File: config.mk
export PLATFORM = sky130hd
export DESIGN_NAME = adc_channel_monitor
export DESIGN_NICKNAME = d
export VERILOG_FILES = /design/src/rtl/adc_mon_pkg.sv /design/src/rtl/pwm_gen_param.sv /design/src/rtl/adc_channel_monitor.sv
export SDC_FILE = /design/constraint.sdc
export NUM_CORES = 1
export LEC_CHECK = 0
export CAP_MARGIN = 5
export CORE_MARGIN = 2
export CORE_UTILIZATION = 45
export CTS_CLUSTER_DIAMETER = 120
export CTS_CLUSTER_SIZE = 16
export DETAILED_ROUTE_END_ITERATION = 16
export GPL_TIMING_DRIVEN = 0
export PLACE_DENSITY_LB_ADDON = 0.05
export SYNTH_ARGS = -nofsm -noshare
export SYNTH_HDL_FRONTEND = slang
export SYNTH_HIERARCHICAL = 1
export SYNTH_SLANG_ARGS = --single-unit
File: constraint.sdc
create_clock -name CLOCK_50 -period 2.9 [get_ports CLOCK_50]
set_input_delay 0.435 -clock CLOCK_50 [delete_from_list [all_inputs] [get_ports CLOCK_50]]
set_output_delay 0.435 -clock CLOCK_50 [all_outputs]
set_load 0.02 [all_outputs]
File: src/rtl/adc_mon_pkg.sv
// adc_mon_pkg: shared mode encodings for the ADC channel monitor
package adc_mon_pkg;
  localparam int MODE_W = 2;
  typedef enum logic [MODE_W-1:0] {
    MODE_OFF    = 2'd0,
    MODE_RAW    = 2'd1,
    MODE_CENTRE = 2'd2,
    MODE_THRESH = 2'd3
  } mode_t;
endpackage

File: src/rtl/pwm_gen_param.sv
// pwm_gen_param: free-running PWM whose duty only changes at counter wrap, so no runt pulses
module pwm_gen_param #(
  parameter int PWM_W = 7
) (
  input  logic             clk,
  input  logic             rst_n,
  input  logic [PWM_W-1:0] duty_next,
  output logic             pwm
);
  logic [PWM_W-1:0] cnt;
  logic [PWM_W-1:0] duty;
  always_ff @(posedge clk or negedge rst_n)
    if (!rst_n) begin
      cnt  <= '0;
      duty <= '0;
      pwm  <= 1'b0;
    end else begin
      cnt <= cnt + 1'b1;
      if (&cnt) duty <= duty_next;
      pwm <= cnt < duty;
    end
endmodule

File: src/rtl/adc_channel_monitor.sv
// adc_channel_monitor: windowed averaging of NUM_CH ADC channels driving an LED bar,
// a PWM LED and a hysteretic threshold alarm from the selected channel.
module adc_channel_monitor
  import adc_mon_pkg::*;
#(
  parameter int NUM_CH   = 2,
  parameter int ADC_W    = 12,
  parameter int LED_W    = 8,
  parameter int PWM_W    = 7,
  parameter int AVG_LOG2 = 2,
  parameter int HYST     = 32,
  localparam int CH_W    = NUM_CH > 1 ? $clog2(NUM_CH) : 1
) (
  input  logic                    CLOCK_50,
  input  logic                    RESET_N,
  input  logic [NUM_CH*ADC_W-1:0] adc_data,
  input  logic                    adc_valid,
  input  logic [MODE_W-1:0]       mode,
  input  logic [CH_W-1:0]         ch_sel,
  input  logic [ADC_W-1:0]        threshold,
  output logic [LED_W-1:0]        LED,
  output logic                    LED_PWM,
  output logic                    avg_valid,
  output logic                    alarm
);
  localparam int ACC_W = ADC_W + AVG_LOG2;
  localparam int CNT_W = AVG_LOG2 > 0 ? AVG_LOG2 : 1;
  localparam logic [CNT_W-1:0] LAST = CNT_W'((1 << AVG_LOG2) - 1);
  localparam logic [ADC_W-1:0] MID = {1'b1, {(ADC_W-1){1'b0}}};

  logic [CNT_W-1:0]        cnt;
  logic                    last;
  logic [NUM_CH*ADC_W-1:0] avg_all;
  logic [CH_W-1:0]         sel;
  logic [ADC_W-1:0]        a;
  logic [ADC_W-1:0]        diff;
  logic [ADC_W-2:0]        dev;
  logic                    hi;
  logic                    lo;
  logic                    alarm_d;
  logic [LED_W-1:0]        led_d;
  logic [PWM_W-1:0]        duty_d;
  logic [PWM_W-1:0]        duty_next;

  assign last = cnt == LAST;

  always_ff @(posedge CLOCK_50 or negedge RESET_N)
    if (!RESET_N) begin
      cnt       <= '0;
      avg_valid <= 1'b0;
    end else begin
      avg_valid <= adc_valid && last;
      if (adc_valid) cnt <= last ? '0 : cnt + 1'b1;
    end

  for (genvar c = 0; c < NUM_CH; c++) begin : g_ch
    logic [ACC_W-1:0] acc;
    logic [ACC_W-1:0] sum;
    logic [ADC_W-1:0] avg;
    assign sum = acc + ACC_W'(adc_data[c*ADC_W +: ADC_W]);
    assign avg_all[c*ADC_W +: ADC_W] = avg;
    always_ff @(posedge CLOCK_50 or negedge RESET_N)
      if (!RESET_N) begin
        acc <= '0;
        avg <= '0;
      end else if (adc_valid) begin
        acc <= last ? '0 : sum;
        if (last) avg <= ADC_W'(sum >> AVG_LOG2);
      end
  end

  // Out-of-range channel selects fall back to channel 0
  assign sel  = 32'(ch_sel) < NUM_CH ? ch_sel : '0;
  assign a    = avg_all[sel*ADC_W +: ADC_W];
  assign diff = a >= MID ? a - MID : MID - a;
  assign dev  = diff[ADC_W-1] ? '1 : diff[ADC_W-2:0];

  // Widened compare so avg + HYST cannot wrap
  assign hi      = a >= threshold;
  assign lo      = {1'b0, a} + (ADC_W+1)'(HYST) < {1'b0, threshold};
  assign alarm_d = (mode == MODE_THRESH) && (hi ? 1'b1 : lo ? 1'b0 : alarm);
  assign led_d   = mode == MODE_RAW    ? LED_W'(a >> (ADC_W - LED_W)) :
                   mode == MODE_CENTRE ? LED_W'(dev >> (ADC_W - 1 - LED_W)) :
                   {LED_W{alarm_d}};
  assign duty_d  = mode == MODE_RAW    ? PWM_W'(a >> (ADC_W - PWM_W)) :
                   mode == MODE_CENTRE ? PWM_W'(dev >> (ADC_W - 1 - PWM_W)) :
                   {PWM_W{alarm_d}};

  // OFF forces the display dark immediately; other modes refresh only on new averages
  always_ff @(posedge CLOCK_50 or negedge RESET_N)
    if (!RESET_N) begin
      LED       <= '0;
      alarm     <= 1'b0;
      duty_next <= '0;
    end else if (mode == MODE_OFF || avg_valid) begin
      LED       <= led_d;
      alarm     <= alarm_d;
      duty_next <= duty_d;
    end

  pwm_gen_param #(.PWM_W(PWM_W)) u_pwm (
    .clk      (CLOCK_50),
    .rst_n    (RESET_N),
    .duty_next(duty_next),
    .pwm      (LED_PWM)
  );
endmodule

== Word level (Yosys, flattened, before mapping) ==
Index checks and enable logic that the tools add are counted.

* Register bits: 86
* Output and inout port bits: 11
* Input port bits: 42

* Reduce and logical (&&, ||, !) cells: 6
* Mux-type cells: 11
* Shifts and indexed selects: 1
* Multiply operators: 1
* Add/sub/neg operators: 7
* Equality and inequality tests: 4
* Magnitude comparators: 4

{| class="wikitable"
|+ Operators by type and width
! kind !! count
|-
| 14-bit by 12-bit adder with 14-bit output || 2
|-
| 14-bit two-way mux || 2
|-
| 24-bit by 6-bit indexed part select with 12-bit output || 1
|-
| 8-bit two-way mux || 2
|-
| 7-bit two-way mux || 2
|-
| 12-bit by 6-bit adder with 13-bit output (second input constant) || 1
|-
| 13-bit by 12-bit less-than comparator with 1-bit output || 1
|-
| 12-bit greater-or-equal comparator || 1
|-
| 12-bit greater-or-equal comparator (second input constant) || 1
|-
| 12-bit two-way mux || 1
|-
| 12-bit subtractor (first input constant) || 1
|-
| 12-bit subtractor (second input constant) || 1
|-
| 11-bit two-way mux || 1
|-
| 7-bit by 1-bit adder with 7-bit output (second input constant) || 1
|-
| 7-bit less-than comparator || 1
|-
| 7-bit AND reduction || 1
|-
| 2-bit equality test (second input constant) || 3
|-
| 1-bit by 2-bit multiplier with 3-bit output (second input constant) || 1
|-
| 2-bit by 1-bit adder with 2-bit output (second input constant) || 1
|-
| 2-bit by 1-bit equality test with 1-bit output (second input constant) || 1
|-
| 1-bit logical AND || 2
|-
| 2-bit zero test || 1
|-
| 1-bit two-way mux || 2
|-
| 2-bit two-way mux || 1
|-
| 2 further kinds || 2
|}

== Depth between registers and ports, before layout ==
* Word-level depth: 9
* Depth in mapped cells: 15

== By module ==
Netlist, hierarchy kept.

{| class="wikitable"
|+ By module, submodules not included
! module !! cells each !! area an instance (um^2) !! seq. area each (um^2) !! times used
|-
| adc_channel_monitor || 522 || 4787.1 || 1601.5 || 1
|-
| pwm_gen_param || 60 || 768.2 || 375.4 || 1
|}

== Worst setup path before layout ==
OpenSTA, ideal clock, no wires.

* Path type: input -> register
* Start: input ch_sel
* End: register LED[4]
* Required time: 2.774 ns
* Slack: -0.323 ns
* Setup time: 0.126 ns
* Path buffers: 3
* Arrival time: 3.097 ns
* Cell stages on the path: 14
* Path through: buf_6 -> buf_6 -> buf_2 -> mux2i_1 -> inv_1 -> ha_1 -> nand3_1 -> xnor2_1 -> ha_1 -> and4_1 -> o311a_1 -> mux2_4 -> o311a_1 -> o32a_1

* Cells in the longest elaborated chain, start to end: 9
* Elaborated cells on any way between the ends: 15

{| class="wikitable"
|+ RTL lines
! what !! line !! RTL
|-
| start, declared || adc_channel_monitor.sv:19 || <nowiki>input logic [CH_W-1:0] ch_sel,</nowiki>
|-
| 1-bit by 2-bit multiplier with 3-bit output * || adc_channel_monitor.sv:74 || <nowiki>assign a = avg_all[sel*ADC_W +: ADC_W];</nowiki>
|-
| 24-bit by 6-bit indexed part select with 12-bit output * || adc_channel_monitor.sv:74 ||
|-
| 12-bit by 6-bit adder with 13-bit output || adc_channel_monitor.sv:80 || <nowiki>assign lo = {1'b0, a} + (ADC_W+1)'(HYST) < {1'b0, threshold};</nowiki>
|-
| 13-bit by 12-bit less-than comparator with 1-bit output || adc_channel_monitor.sv:80 ||
|-
| 1-bit two-way mux (2 in series) || adc_channel_monitor.sv:81 || <nowiki>assign alarm_d = (mode == MODE_THRESH) && (hi ? 1'b1 : lo ? 1'b0 : alarm);</nowiki>
|-
| 1-bit logical AND || adc_channel_monitor.sv:81 ||
|-
| 8-bit two-way mux || adc_channel_monitor.sv:83 || <nowiki>mode == MODE_CENTRE ? LED_W'(dev >> (ADC_W - 1 - LED_W)) :</nowiki>
|-
| 8-bit two-way mux * || adc_channel_monitor.sv:82 || <nowiki>assign led_d = mode == MODE_RAW ? LED_W'(a >> (ADC_W - LED_W)) :</nowiki>
|-
| end signal, assigned || adc_channel_monitor.sv:96 || <nowiki>LED <= led_d;</nowiki>
|-
| end, declared || adc_channel_monitor.sv:21 || <nowiki>output logic [LED_W-1:0] LED,</nowiki>
|}

Mark *: on every way between the ends. The rest lies on a longest branch, timed or not.
A chain may end at the register's enable or synchronous reset.

== Final worst setup path ==
Ends and elaborated chain as after synthesis.

==> flow_summary.toml <==
[status]
status = "completed"

[synthesis]
synth_cells = 582
ys_seq_elements = 79
yosys-top-cells-count = "79 x dfrtp_1, 58 x o21ai_0, 54 x ha_1, 49 x nand2_1, 36 x inv_1"
seq_area_frac_synth = 0.356
synth_most_common_cell = "dfrtp_1"
synth_adder_area_share = 0.129
synth.area.top_cells = "dfrtp_1 36%, ha_1 12%, o21ai_0 5.2%"
synth_xor_area_frac = 0.0599
yosys_warnings = 6
synth_nets = 680
synth_top_family_by_area = "compound AO/OA/AOI/OAI gates"
synth_compound_area_frac = 0.218
synth_top_area_share = 0.356
netlist_area_um2 = 5560
synth_mux_area_frac = 0.0511
async_reset_ff_frac = 1.00
ys_types = 68
synth_edf_count = 0
yosysTopAreaCell = "dfrtp_1"
synthFlopType = "dfrtp_1"
synth-simple-area-share = 0.146
avgSynthCellArea_um2 = 9.55

[worst_setup_path]
worst-path-max-fanout = 10
timing.rr.start = "g_ch[0].avg[9]$_DFFE_PN0P_"
crit_start = "ch_sel"
max_stage_delay_ns = 0.36
rrSetupSlack_ns = 0.11
path_cells = "buf_6, buf_12, buf_12, mux2i_4, inv_2, ha_4, nand3_1, xnor2_1, ha_1, and4_4, o311a_1, mux2_4, o311a_1, o32a_1"
end_kind = "flip-flop"
arrival_ns = 3.05
r2r_cells = 10
cp_slowest_cell = "o311a_1"
crit_path_end = "LED[4]$_DFFE_PN0P_"
path_class = "input port to flip-flop"
r2r_end = "LED[4]$_DFFE_PN0P_"
start_kind = "input port"
cp.required_ns = 3.13

[floorplanning]
core_area_um2 = 12000
initial_utilization = 0.463
fp-row-count = 40
ios = 53
die_y_um = 115
die-width_um = 115
die_area_um2 = 13300

[clock_network]
clk_latency_ns = 0.34
clkSinkCount = 79
clk_pin_slew_ns = 0.06
h-tree-depth = 3
cts_buffers = 9
tritoncts = "built"
ctsRootBufferMaster = "clkbuf_16"
cts_buffer_depth = 2

[timing]
period_minus_slack_ns = 2.82
hold_viol_final = 0
worst_pin_slew_ns = 0.547
setup_viol = 0
finalHoldWorstSlack_ns = 0.479
finalCritPeriodShare = 0.974
fin_ws_ns = 0.0756
skew_ns = 0.00714
slew_violations = 0
fmax_ghz = 0.354
slew-limit-headroom = 0.632

[cells_and_area]
syn2layout_area_growth_pct = 22.1
drive_above_1_share = 0.111
layout.cells.non_filler = 806
num_antenna_cells = 0
nNetsFinal = 752

[grt]
grt_antenna_before_repair = 0
grt_pass1_vias = 4543
grt-ovfl-total = 0
grt_max_degree = 70
grt_pass1_wl_um = 22300
grtUsageTotal = 0.216

[route]
drcViolationCount = 0
wirelength_um = 13400
wire_per_inst_um = 16.6
ant_nets = 0
num_vias = 4620
firstDrtPassIters = 4
drtIter0Drc = 289
via_per_inst = 5.73

[hold_path]
hold_path_class = "input port to async pin"

[placed_design]
dpl.cell_count = 781
dpl.hpwl_um = 10200
io_buffers = 51
pre_cts_ws_ns = -0.689
place_congestion = 0.883

[power]
p_int_mw = 3.77
total_power_mw = 6.50
ir_worst_vdd_mv = 0.508
switching_share = 0.419
power_frac_clock = 0.190
comb_power_share = 0.514
p_sw_mw = 2.72
powerDensity_nw_per_um2 = 958
pwr-share-seq = 0.295
p_leak_nw = 3.04

[flow_run]
cap_viol_max_count = 0
## critical path, delay by kind of cell
| kind | cells | cell delay (ns) |
|---|---|---|
| muxes | 2 | 0.53 |
| and+or+nand+nor | 2 | 0.26 |
| buffers and inverters | 4 | 0.48 |
| AOI/OAI and AO/OA | 3 | 0.76 |
| adders and majority gates | 2 | 0.44 |
| xor gates and xnor gates | 1 | 0.14 |
## placed cells by master (no fill, tap or decap), types with 21 or more instances in the layout
master and instances:
o2bb2ai_1 21, clkdlybuf4s50_1 50, o21ai_0 57, a21oi_1 28, nor2_1 31, inv_1 35
xnor2_1 24, dfrtp_1 79, ha_1 53, nand2_1 49
## registers in the layout, indices dropped and copies added (netlist names)
signal,flops
LED,8
alarm,1
avg_valid,1
cnt,2
g_ch.acc,28
g_ch.avg,24
u_pwm/cnt,7
u_pwm/duty,7
u_pwm/pwm,1
## layout make-up
type                    instances  area [um2]
clock inverters                 6        83.8
clock buffers                  10         239
inverters                      36         135
well taps                     147         184
multi-input cells             447        3440
plain buffers                  20         116
fillers                      1122        5230
repair buffers                 61         606
flip-flops and latches         79        1980
## metal layers
layer / wire length, um / share of wire / track usage
met2: 6630 / 0.49 / 0.367
met3: 380 / 0.028 / 0.0427
met5: 0 / 0 / 0
met4: 171 / 0.013 / 0.0627
met1: 6220 / 0.46 / 0.279
## repair_timing
item,in CTS,in global routing
resized for setup,9,8
endpoints found under the hold margin,10,0
pin swaps,2,4
setup endpoints to repair,9,9
setup buffers,4,4
hold buffers,1,0
## worst min path at each step
stage | depth (start not counted) | slack, ns | start | end
after global placement | 1 | 0.47 | cnt[0]$_DFFE_PN0P_ | cnt[0]$_DFFE_PN0P_
after floorplan | 0 | 0.14 | RESET_N | LED[0]$_DFFE_PN0P_
after detailed placement | 1 | 0.31 | RESET_N | LED[0]$_DFFE_PN0P_
after CTS | 1 | 0.48 | cnt[0]$_DFFE_PN0P_ | cnt[0]$_DFFE_PN0P_
after global routing | 2 | 0.50 | RESET_N | LED[0]$_DFFE_PN0P_
final | 2 | 0.48 | RESET_N | g_ch[1].acc[6]$_DFFE_PN0P_
## cell families after synthesis
group	after synthesis
compound gates	179
simple gates	152
flops	79
buf+inv	56
fa+ha+maj	56
xor+xnor	38
mux	22
## per-stage QoR
stage           util  cell area (um2)  setup TNS [ns]
6_report       0.565             6780               0
5_1_grt        0.565             6780        -0.00675
4_1_cts        0.559             6710               0
3_5_place_dp   0.524             6300           -6.44
3_3_place_gp   0.522             6270         -134.59
2_1_floorplan      -             5580          -0.563
## power by group through the flow
stage | combinational, mW | clock (mW) | sequential (mW)
floorplan | 2.31 | 0 | 1.86
global placement | 3.12 | 0 | 1.90
detailed placement | 3.20 | 0 | 1.92
CTS | 3.29 | 1.27 | 1.91
global route | 3.74 | 1.32 | 1.97
finish | 3.34 | 1.24 | 1.92
(Power assumes the default switching activity.)
